## src/rtl/cdc_arb_pkg.sv

```systemverilog
// Shared definitions for the CDC IN-side byte-stream arbiter and reusable round-robin helpers.
package cdc_arb_pkg;

  typedef enum logic {
    ST_IDLE  = 1'b0,
    ST_GRANT = 1'b1
  } arb_state_e;

  localparam int unsigned MaxCh = 16;

  // First set request strictly after `last`, wrapping modulo n_ch; 0 when nothing is set.
  function automatic int unsigned rr_pick(input logic [MaxCh-1:0] req,
                                          input int unsigned last,
                                          input int unsigned n_ch);
    int unsigned pick;
    int unsigned idx;
    logic        found;
    pick  = 0;
    found = 1'b0;
    for (int unsigned i = 1; i <= MaxCh; i++) begin
      if (i <= n_ch && !found) begin
        idx = (last + i) % n_ch;
        if (req[idx[3:0]]) begin
          pick  = idx;
          found = 1'b1;
        end
      end
    end
    return pick;
  endfunction

endpackage

```

## src/rtl/rr_priority.sv

```systemverilog
// Combinational round-robin picker: next requester after `last_i`, wrapping around N_CH.
module rr_priority
  import cdc_arb_pkg::*;
#(
  parameter  int unsigned N_CH = 7,
  localparam int unsigned CH_W = $clog2(N_CH)
) (
  input  logic [N_CH-1:0] req_i,
  input  logic [CH_W-1:0] last_i,
  output logic [CH_W-1:0] grant_o,
  output logic            any_o
);

  always_comb begin
    grant_o = CH_W'(rr_pick(MaxCh'(req_i), 32'(last_i), N_CH));
    any_o   = |req_i;
  end

endmodule

```

## src/rtl/cdc_in_arbiter.sv

```systemverilog
// Round-robin burst scheduler sharing one registered byte sink among N_CH channel sources;
// each output byte carries its source channel tag.
module cdc_in_arbiter
  import cdc_arb_pkg::*;
#(
  parameter  int unsigned N_CH      = 7,
  parameter  int unsigned MAX_BURST = 8,
  localparam int unsigned CH_W      = $clog2(N_CH)
) (
  input  logic              clk_i,
  input  logic              rstn_i,
  input  logic [8*N_CH-1:0] in_data_i,
  input  logic [N_CH-1:0]   in_valid_i,
  output logic [N_CH-1:0]   in_ready_o,
  output logic [7:0]        out_data_o,
  output logic [CH_W-1:0]   out_ch_o,
  output logic              out_valid_o,
  input  logic              out_ready_i,
  output logic              busy_o
);

  localparam int unsigned CNT_W = $clog2(MAX_BURST + 1);

  arb_state_e       state_q, state_d;
  logic [CH_W-1:0]  grant_q, grant_d;
  logic [CH_W-1:0]  last_q, last_d;
  logic [CNT_W-1:0] count_q, count_d;
  logic [CH_W-1:0]  pick;
  logic             any_req;

  logic [7:0]       out_data_q;
  logic [CH_W-1:0]  out_ch_q;
  logic             out_valid_q;

  logic             grant_valid;
  logic [7:0]       grant_data;
  logic             can_load;
  logic             load;
  logic             burst_end;

  rr_priority #(
    .N_CH (N_CH)
  ) u_rr_priority (
    .req_i   (in_valid_i),
    .last_i  (last_q),
    .grant_o (pick),
    .any_o   (any_req)
  );

  assign grant_valid = in_valid_i[grant_q];
  assign grant_data  = in_data_i[{grant_q, 3'b000} +: 8];
  assign can_load    = ~out_valid_q | out_ready_i;
  // Gated by reset so no handshake is reported in a cycle whose state is being discarded.
  assign load        = rstn_i & (state_q == ST_GRANT) & grant_valid & can_load;
  // A valid drop only ends the burst when the register could have taken a byte.
  assign burst_end   = (state_q == ST_GRANT) &
                       ((load & (count_q == CNT_W'(MAX_BURST - 1))) | (~grant_valid & can_load));

  always_ff @(posedge clk_i) begin
    if (!rstn_i) begin
      state_q <= ST_IDLE;
      grant_q <= '0;
      last_q  <= CH_W'(N_CH - 1);
      count_q <= '0;
    end else begin
      state_q <= state_d;
      grant_q <= grant_d;
      last_q  <= last_d;
      count_q <= count_d;
    end
  end

  always_comb begin
    state_d = state_q;
    grant_d = grant_q;
    last_d  = last_q;
    count_d = count_q;
    unique case (state_q)
      ST_IDLE: begin
        if (any_req) begin
          state_d = ST_GRANT;
          grant_d = pick;
          last_d  = pick;
          count_d = '0;
        end
      end
      ST_GRANT: begin
        if (load) count_d = count_q + CNT_W'(1);
        if (burst_end) state_d = ST_IDLE;
      end
      default: state_d = ST_IDLE;
    endcase
  end

  always_comb begin
    in_ready_o          = '0;
    in_ready_o[grant_q] = load;
    busy_o              = (state_q == ST_GRANT);
  end

  // Output register drains on out_ready_i regardless of arbiter state.
  always_ff @(posedge clk_i) begin
    if (!rstn_i) begin
      out_data_q  <= '0;
      out_ch_q    <= '0;
      out_valid_q <= 1'b0;
    end else if (load) begin
      out_data_q  <= grant_data;
      out_ch_q    <= grant_q;
      out_valid_q <= 1'b1;
    end else if (out_ready_i) begin
      out_valid_q <= 1'b0;
    end
  end

  assign out_data_o  = out_data_q;
  assign out_ch_o    = out_ch_q;
  assign out_valid_o = out_valid_q;

endmodule

```

## config.mk

```make
export PLATFORM = sky130hd
export DESIGN_NAME = cdc_in_arbiter
export DESIGN_NICKNAME = d
export VERILOG_FILES = /design/src/rtl/cdc_arb_pkg.sv /design/src/rtl/rr_priority.sv /design/src/rtl/cdc_in_arbiter.sv
export SDC_FILE = /design/constraint.sdc
export NUM_CORES = 1
export LEC_CHECK = 0
export ABC_CLOCK_PERIOD_IN_PS = 7100
export CAP_MARGIN = 30
export CORE_UTILIZATION = 45
export DETAILED_ROUTE_END_ITERATION = 12
export PLACE_DENSITY = 0.67
export SETUP_SLACK_MARGIN = 0.4
export SLEW_MARGIN = 20
export SYNTH_ARGS = -nofsm -noshare
export SYNTH_HDL_FRONTEND = slang
export SYNTH_SLANG_ARGS = --single-unit
```

## constraint.sdc

```tcl
create_clock -name clk_i -period 7.1 [get_ports clk_i]
set_input_delay 2.13 -clock clk_i [delete_from_list [all_inputs] [get_ports clk_i]]
set_output_delay 2.13 -clock clk_i [all_outputs]
set_load 0.05 [all_outputs]
```

==> results of run 1 <==
stage by stage:
step / worst slack, ps / cell area, sq um
3_5_place_dp: 684.6 / 5547
6_report: 647.3 / 5588
4_1_cts: 690.7 / 5588
2_1_floorplan: 175.9 / 4592
3_3_place_gp: 702.1 / 5532
5_1_grt: 468.4 / 5588
power breakdown:
group	switching [uW]	internal [uW]	total, uW	leakage [uW]
sequential	50.0	147	197	0.000180
clock	37.6	37.8	75.4	0.0000216
combinational	1750	1280	3030	0.00188
total	1840	1460	3300	0.00208
worst max-delay path, cell delays in order:
cell and delay [ps]:
clkdlybuf4s50_1 500, mux2i_1 110, nor2_1 110, a21oi_1 50, o21ai_0 340, and2_1 200
nand3_1 230, nor4_1 450, buf_12 200
per-layer routing:
layer / up-vias / track usage / wire [um] / part of all wire
met2: 145 / 0.4723 / 7001 / 0.50
met4: 0 / 0.05634 / 327 / 0.023
li1: 2331 / - / - / -
met3: 27 / 0.01424 / 631 / 0.045
met5: - / 0 / 0 / 0
met1: 2281 / 0.3434 / 6178 / 0.44
path summary, 6_finish.rpt:
kind | from | to | slack [ps] | cells after the start
worst max-delay path | in_valid_i[3] | in_ready_o[1] | 650 | 9
worst min-delay path | out_ch_o[1] | out_ch_o[1] | 460 | 2
worst max register to register | last_q[2] | grant_q[2] | 1380 | 19
worst min register to register | out_ch_o[1] | out_ch_o[1] | 460 | 2
final cells by class:
class	count	area, sq um
flip-flops and latches	22	441.7
multi-input cells	485	3789
clock buffers	3	41.29
repair buffers	102	1056
well taps	133	166.4
fillers	932	4232
inverters	25	93.84
cell usage after synthesis, drive strengths merged (7+ instances only):
cell     n
nor4     8
o21ai   28
o211ai  26
nand2b  15
clkbuf  24
a21boi  14
mux2i   25
a31oi    7
o21a     8
nor3b    7
nand3   19
nor2b   12
xnor2    9
dfxtp   22
nand2   62
nor3    12
mux4     9
ha      28
nor2    31
a21oi   22
buf     18
a211oi  10
inv     25
state kept, by name, indices dropped and copies added, names as in the netlist:
signal / count
last_q: 2
count_q: 4
grant_q: 3
out_ch_o: 3
out_data_o: 8
out_valid_o: 1
busy_o: 1
kinds of logic (layout without fill, tap and decap cells):
group,Yosys count,after routing
AND/OR/NAND/NOR,209,209
flip-flops,22,22
multiplexers,40,40
adder cells (fa/ha/maj),28,28
XOR/XNOR,14,14
AO/OA/AOI/OAI,194,194
buffers and inverters,67,130
==> metrics.txt, run 1 <==
Slew Limit Fails=0; class of the tightest hold or removal check=reg -> reg; most common cell after layout, fill and taps aside=clkdlybuf4s50_1; Bufs on Longest Clock Path=2; post-CTS repair timing setup buffer count=0; Die Width=around 100 um; area of the core=9819 sq um; antenna violations before repair=0; commonest non-fill, non-tap cells in the layout=clkdlybuf4s50_1, nand2_1, nor2_1; Post-Route Skew=4.956 ps; root buffer cell=clkbuf_8; number of placement rows=36; async set-or-reset flop fraction in the synthesized netlist=0; Top Ports=between 80 and 90; largest net degree at the start of global routing=35; Arr. time, crit path=4320 ps; dominant combinational cell family by area after synthesis=compound AO/OA/AOI/OAI gates; synth warn=0; Max Cap Violations=0; Die Footprint=10600 sq um; CTS clock-pin slew for the worst setup and hold paths=roughly 70 ps; biggest area contributors in the synthesized netlist=dfxtp_1, ha_1, mux2i_1; Global Route Usage Sum=0.2620; worst endpoint required time=slightly below 5000 ps; Initial DRT Pass Iterations=5; number of gates given a new drive strength after cts=0; share of the clock period used by the worst path=0.9088; global route total overflow=0; Slew @ Worst Pin=974.0 ps; highest attainable clock frequency=155.0 MHz; hold-fix buffers at CTS=0; basic-gate share of the synthesized area counting and, or, nand and nor cells=0.2496; category of the worst setup path capture point=output pin; Final Hold Viols=0; DRC violations left=0; Netlist Area Pre-Place=around 4600 sq um; TNS Setup=0 ps; post-synthesis mux area share=0.1143; number of inserted diodes=0; post-synthesis net count=668; fraction of post-synthesis cell area in the top cell type by area=0.09602; result of the run=completed; Util after Layout=0.5691; Avg Cell Area, Syn=7.991 sq um; number of port buffers=85; gpl congestion=0.9806; Die Y=103.0 um; Max Fanout on Critical Path=8; worst slew slack as a fraction of its limit=0.3498; category of the worst setup path launch point=input port; half-perimeter wire length after placement=11220 um; average wire length per cell after detail routing=around 18 um; first-pass GRT wire length=between 20000 and 25000 um; post-synthesis cell count=between 500 and 600; Yosys reg bits=22; EDFF count, synth=0; via count of the first global-routing pass=between 4000 and 5000; layout overhead on the synthesized area=21.82%; total wire length after detailed routing=roughly 14000 um; leakage=0.002077 uW; adder and majority gate portion of the synthesized area=0.07638; final antenna-violating net count=0; Initial Utilization=0.4671; worst hold slack=459.5 ps; synthesized-area fraction occupied by xor and xnor cells=0.03164; number of buffers created by CTS=3; Netlist cell types=110; Iteration-0 DRC Markers=211; # nets final=733; Power Total=3303 uW; clock tree from TritonCTS=built; portion of the post-synthesis area used by sequential elements=0.09602; depth of the CTS H-tree=1; setup violators final=0; final critical path time including I/O delays and setup=6453 ps; dominant register cell in the synthesized netlist=dfxtp_1; non-filler cells in the finished layout=770; number of placed cells counting well taps=767; via total after detailed routing=approximately 4800; Worst IR Drop VDD=around 0.42 mV; power per cell area=approximately 600 nW/um^2; post-synthesis compound-gate area fraction=0.3530; routed vias/inst=6.213; clock sink total=22; clock latency reported for the late side of the worst-skew pair=260 ps; startpoint-to-endpoint class of the critical path=in -> out; proportion of layout cells with a drive suffix above 1=0.1523; area leader, netlist=dfxtp_1; unrepaired setup endpoints after global routing=no
No activity file was read; power rests on OpenSTA's default activity.
==> run 2: changes to the inputs <==
--- a/config.mk
+++ b/config.mk
@@ -7,6 +7,7 @@
 export LEC_CHECK = 0
 export ABC_CLOCK_PERIOD_IN_PS = 7100
 export CAP_MARGIN = 30
+export CORE_MARGIN = 4
 export CORE_UTILIZATION = 45
 export DETAILED_ROUTE_END_ITERATION = 12
 export PLACE_DENSITY = 0.67
==> run 2 against run 1 <==
Effect of this change:
- first-iteration DRC count grew 49%
- critical path depth fell by 1
- largest power group unchanged
- final cell count grew 0.26%
- sequential power decreased by 16%
- worst hold slack lost 2.8 ps
- largest cell class unchanged
- register-to-register slack better by 370 ps
- fmax decreased by 1.0%
- sequential share of layout area hardly changed
- sequential cell count unchanged
==> metrics.txt, run 2 (synthesis results as in run 1) <==
unrepaired setup endpoints after global routing=no; root buffer cell=clkbuf_8; met2 track demand over resource in global routing=0.4193 (-0.05301); Arr. time, crit path=4390 ps (+70 ps); GRT met1 Usage=0.2933 (-0.05012); CTS clock-pin slew for the worst setup and hold paths=80 ps (about the same); Die Footprint=11870 sq um (+12%); global route total overflow=0 (unchanged); Die Y=109.0 um (+5.8%); clock sink total=22 (unchanged); highest attainable clock frequency=153.4 MHz (-1.0%); startpoint-to-endpoint class of the critical path=in -> out; # nets final=734 (+0.14%); average wire length per cell after detail routing=18.49 um (+0.69%); Slew Limit Fails=0 (unchanged); M3 GR Usage=0.01658 (+0.002341); TNS Setup=0 ps (unchanged); final antenna-violating net count=0 (unchanged); power per cell area=594.8 nW/um^2 (+0.63%); number of inserted diodes=0 (unchanged); share of the clock period used by the worst path=0.9182 (+0.009353); post-CTS repair timing setup buffer count=0 (unchanged); Worst IR Drop VDD=0.3006 mV (-28%); cell with the biggest individual delay on the critical path=clkdlybuf4s50_1; Final Hold Viols=0 (unchanged); Global Route Usage Sum=0.2315 (-0.03047); proportion of layout cells with a drive suffix above 1=0.1549 (+0.002653); largest net degree at the start of global routing=36 (+2.9%); Max Cap Violations=0 (unchanged); number of port buffers=85 (unchanged); leakage=0.002094 uW (+0.81%); Slowest Stage Delay on Critical Path=590 ps (+90 ps); design area=5618 sq um (+0.54%); worst endpoint required time=4970 ps (about the same); DRC violations left=0 (unchanged); commonest non-fill, non-tap cells in the layout=clkdlybuf4s50_1, nand2_1, nor2_1; category of the worst setup path launch point=input port; Top Ports=86 (unchanged); cell-by-cell trace of the critical path=clkdlybuf4s50_1 > mux4_2 > nand2_1 > o21ai_0 > and2_1 > nand3_1 > nor4_1 > buf_12; worst slew slack as a fraction of its limit=0.4986 (+0.1488); class of the tightest hold or removal check=reg -> reg; Bufs on Longest Clock Path=2 (unchanged); Initial DRT Pass Iterations=5 (unchanged); result of the run=completed; number of buffers created by CTS=3 (unchanged); placed inst area=5547 sq um (unchanged); via total after detailed routing=4776 (-0.17%); antenna violations before repair=0 (unchanged); number of gates given a new drive strength after cts=0 (unchanged); setup violators final=0 (unchanged); half-perimeter wire length after placement=11060 um (-1.4%); cell family with most CP delay=simple AND/OR/NAND/NOR gates; depth of the CTS H-tree=1 (unchanged); number of placement rows=36 (unchanged); Iteration-0 DRC Markers=314 (+49%); category of the worst setup path capture point=output pin; clock latency reported for the late side of the worst-skew pair=260 ps (about the same); Slew @ Worst Pin=748.4 ps (-225.6 ps); routed vias/inst=6.187 (-0.43%); Post-Route Skew=5.010 ps (+0.05374 ps); layout overhead on the synthesized area=22.48%; most common cell after layout, fill and taps aside=clkdlybuf4s50_1; hold-fix buffers at CTS=0 (unchanged); buffers and inverters on the worst path=2 (unchanged); area of the core=9864 sq um (+0.46%); first-pass GRT wire length=22360 um (+0.97%); busiest layer in global routing=met2; total wire length after detailed routing=14270 um (+0.95%); Util after Layout=0.5695 (about the same); clock tree from TritonCTS=built; gpl congestion=0.9116 (-7.0%); Die Width=109.0 um (+5.8%); Max Fanout on Critical Path=11 (+3); final critical path time including I/O delays and setup=6519 ps (+66.40 ps); via count of the first global-routing pass=4557 (+3.7%); Initial Utilization=0.4650 (-0.002133); Power Total=3341 uW (+1.2%); Largest register FFs=8 (unchanged)
## run 2: cell count changes in the layout (fill, tap and decap cells not counted), sizes merged
cell / previous run / this run
buf: 24 / 25
bufinv: 0 / 1
## run 2: worst register-to-register path: cells and delay by family (launching register included)
family | cells | cell delay [ps]
compound gates | 6 | 950
xor+xnor | 1 | 140
fa+ha+maj | 4 | 1080
buf+inv | 4 | 790
flops | 1 | 300
mux | 2 | 630
simple gates | 6 | 1320
## run 2: final cells by class
type	instances	area (sq um)
Fill cell	902	4247
Sequential cell	22	441.7
Multi-Input combinational cell	485	3789
Timing Repair Buffer	103	1056
Clock inverter	1	30.03
Tap cell	133	166.4
Inverter	25	93.84
Clock buffer	3	41.29
## run 2: worst paths after layout
kind	endpoint	slack [ps]	cells past startpoint	startpoint
worst max register to register	grant_q[2]	1750	23	last_q[1]
worst min register to register	out_ch_o[2]	460	2	out_ch_o[2]
worst min-delay path	out_ch_o[2]	460	2	out_ch_o[2]
worst max-delay path	in_ready_o[1]	580	8	in_valid_i[0]
## run 2: per-stage QoR
step	std cells	setup WS [ps]	hold WS, ps
2_1_floorplan	574	175.9	471.4
3_3_place_gp	768	648.6	447.8
3_5_place_dp	768	573.8	454.9
4_1_cts	772	572.6	464.7
5_1_grt	772	441.3	497.1
6_report	772	580.9	456.7
## run 2: report_power, final
part	internal, uW	leakage (uW)	total, uW	switching, uW
combinational	1270	0.00188	3060	1790
sequential	147	0.000180	166	19.2
clock	75.2	0.0000357	115	39.8
## run 2: metal layers
metal  vias up  wire length (um)  part of all wire
li1       2338                 -                 -
met1      2269              6108              0.43
met2       145              7258              0.51
met3        24               600             0.042
met4         0               306             0.021
met5         -                 0                 0
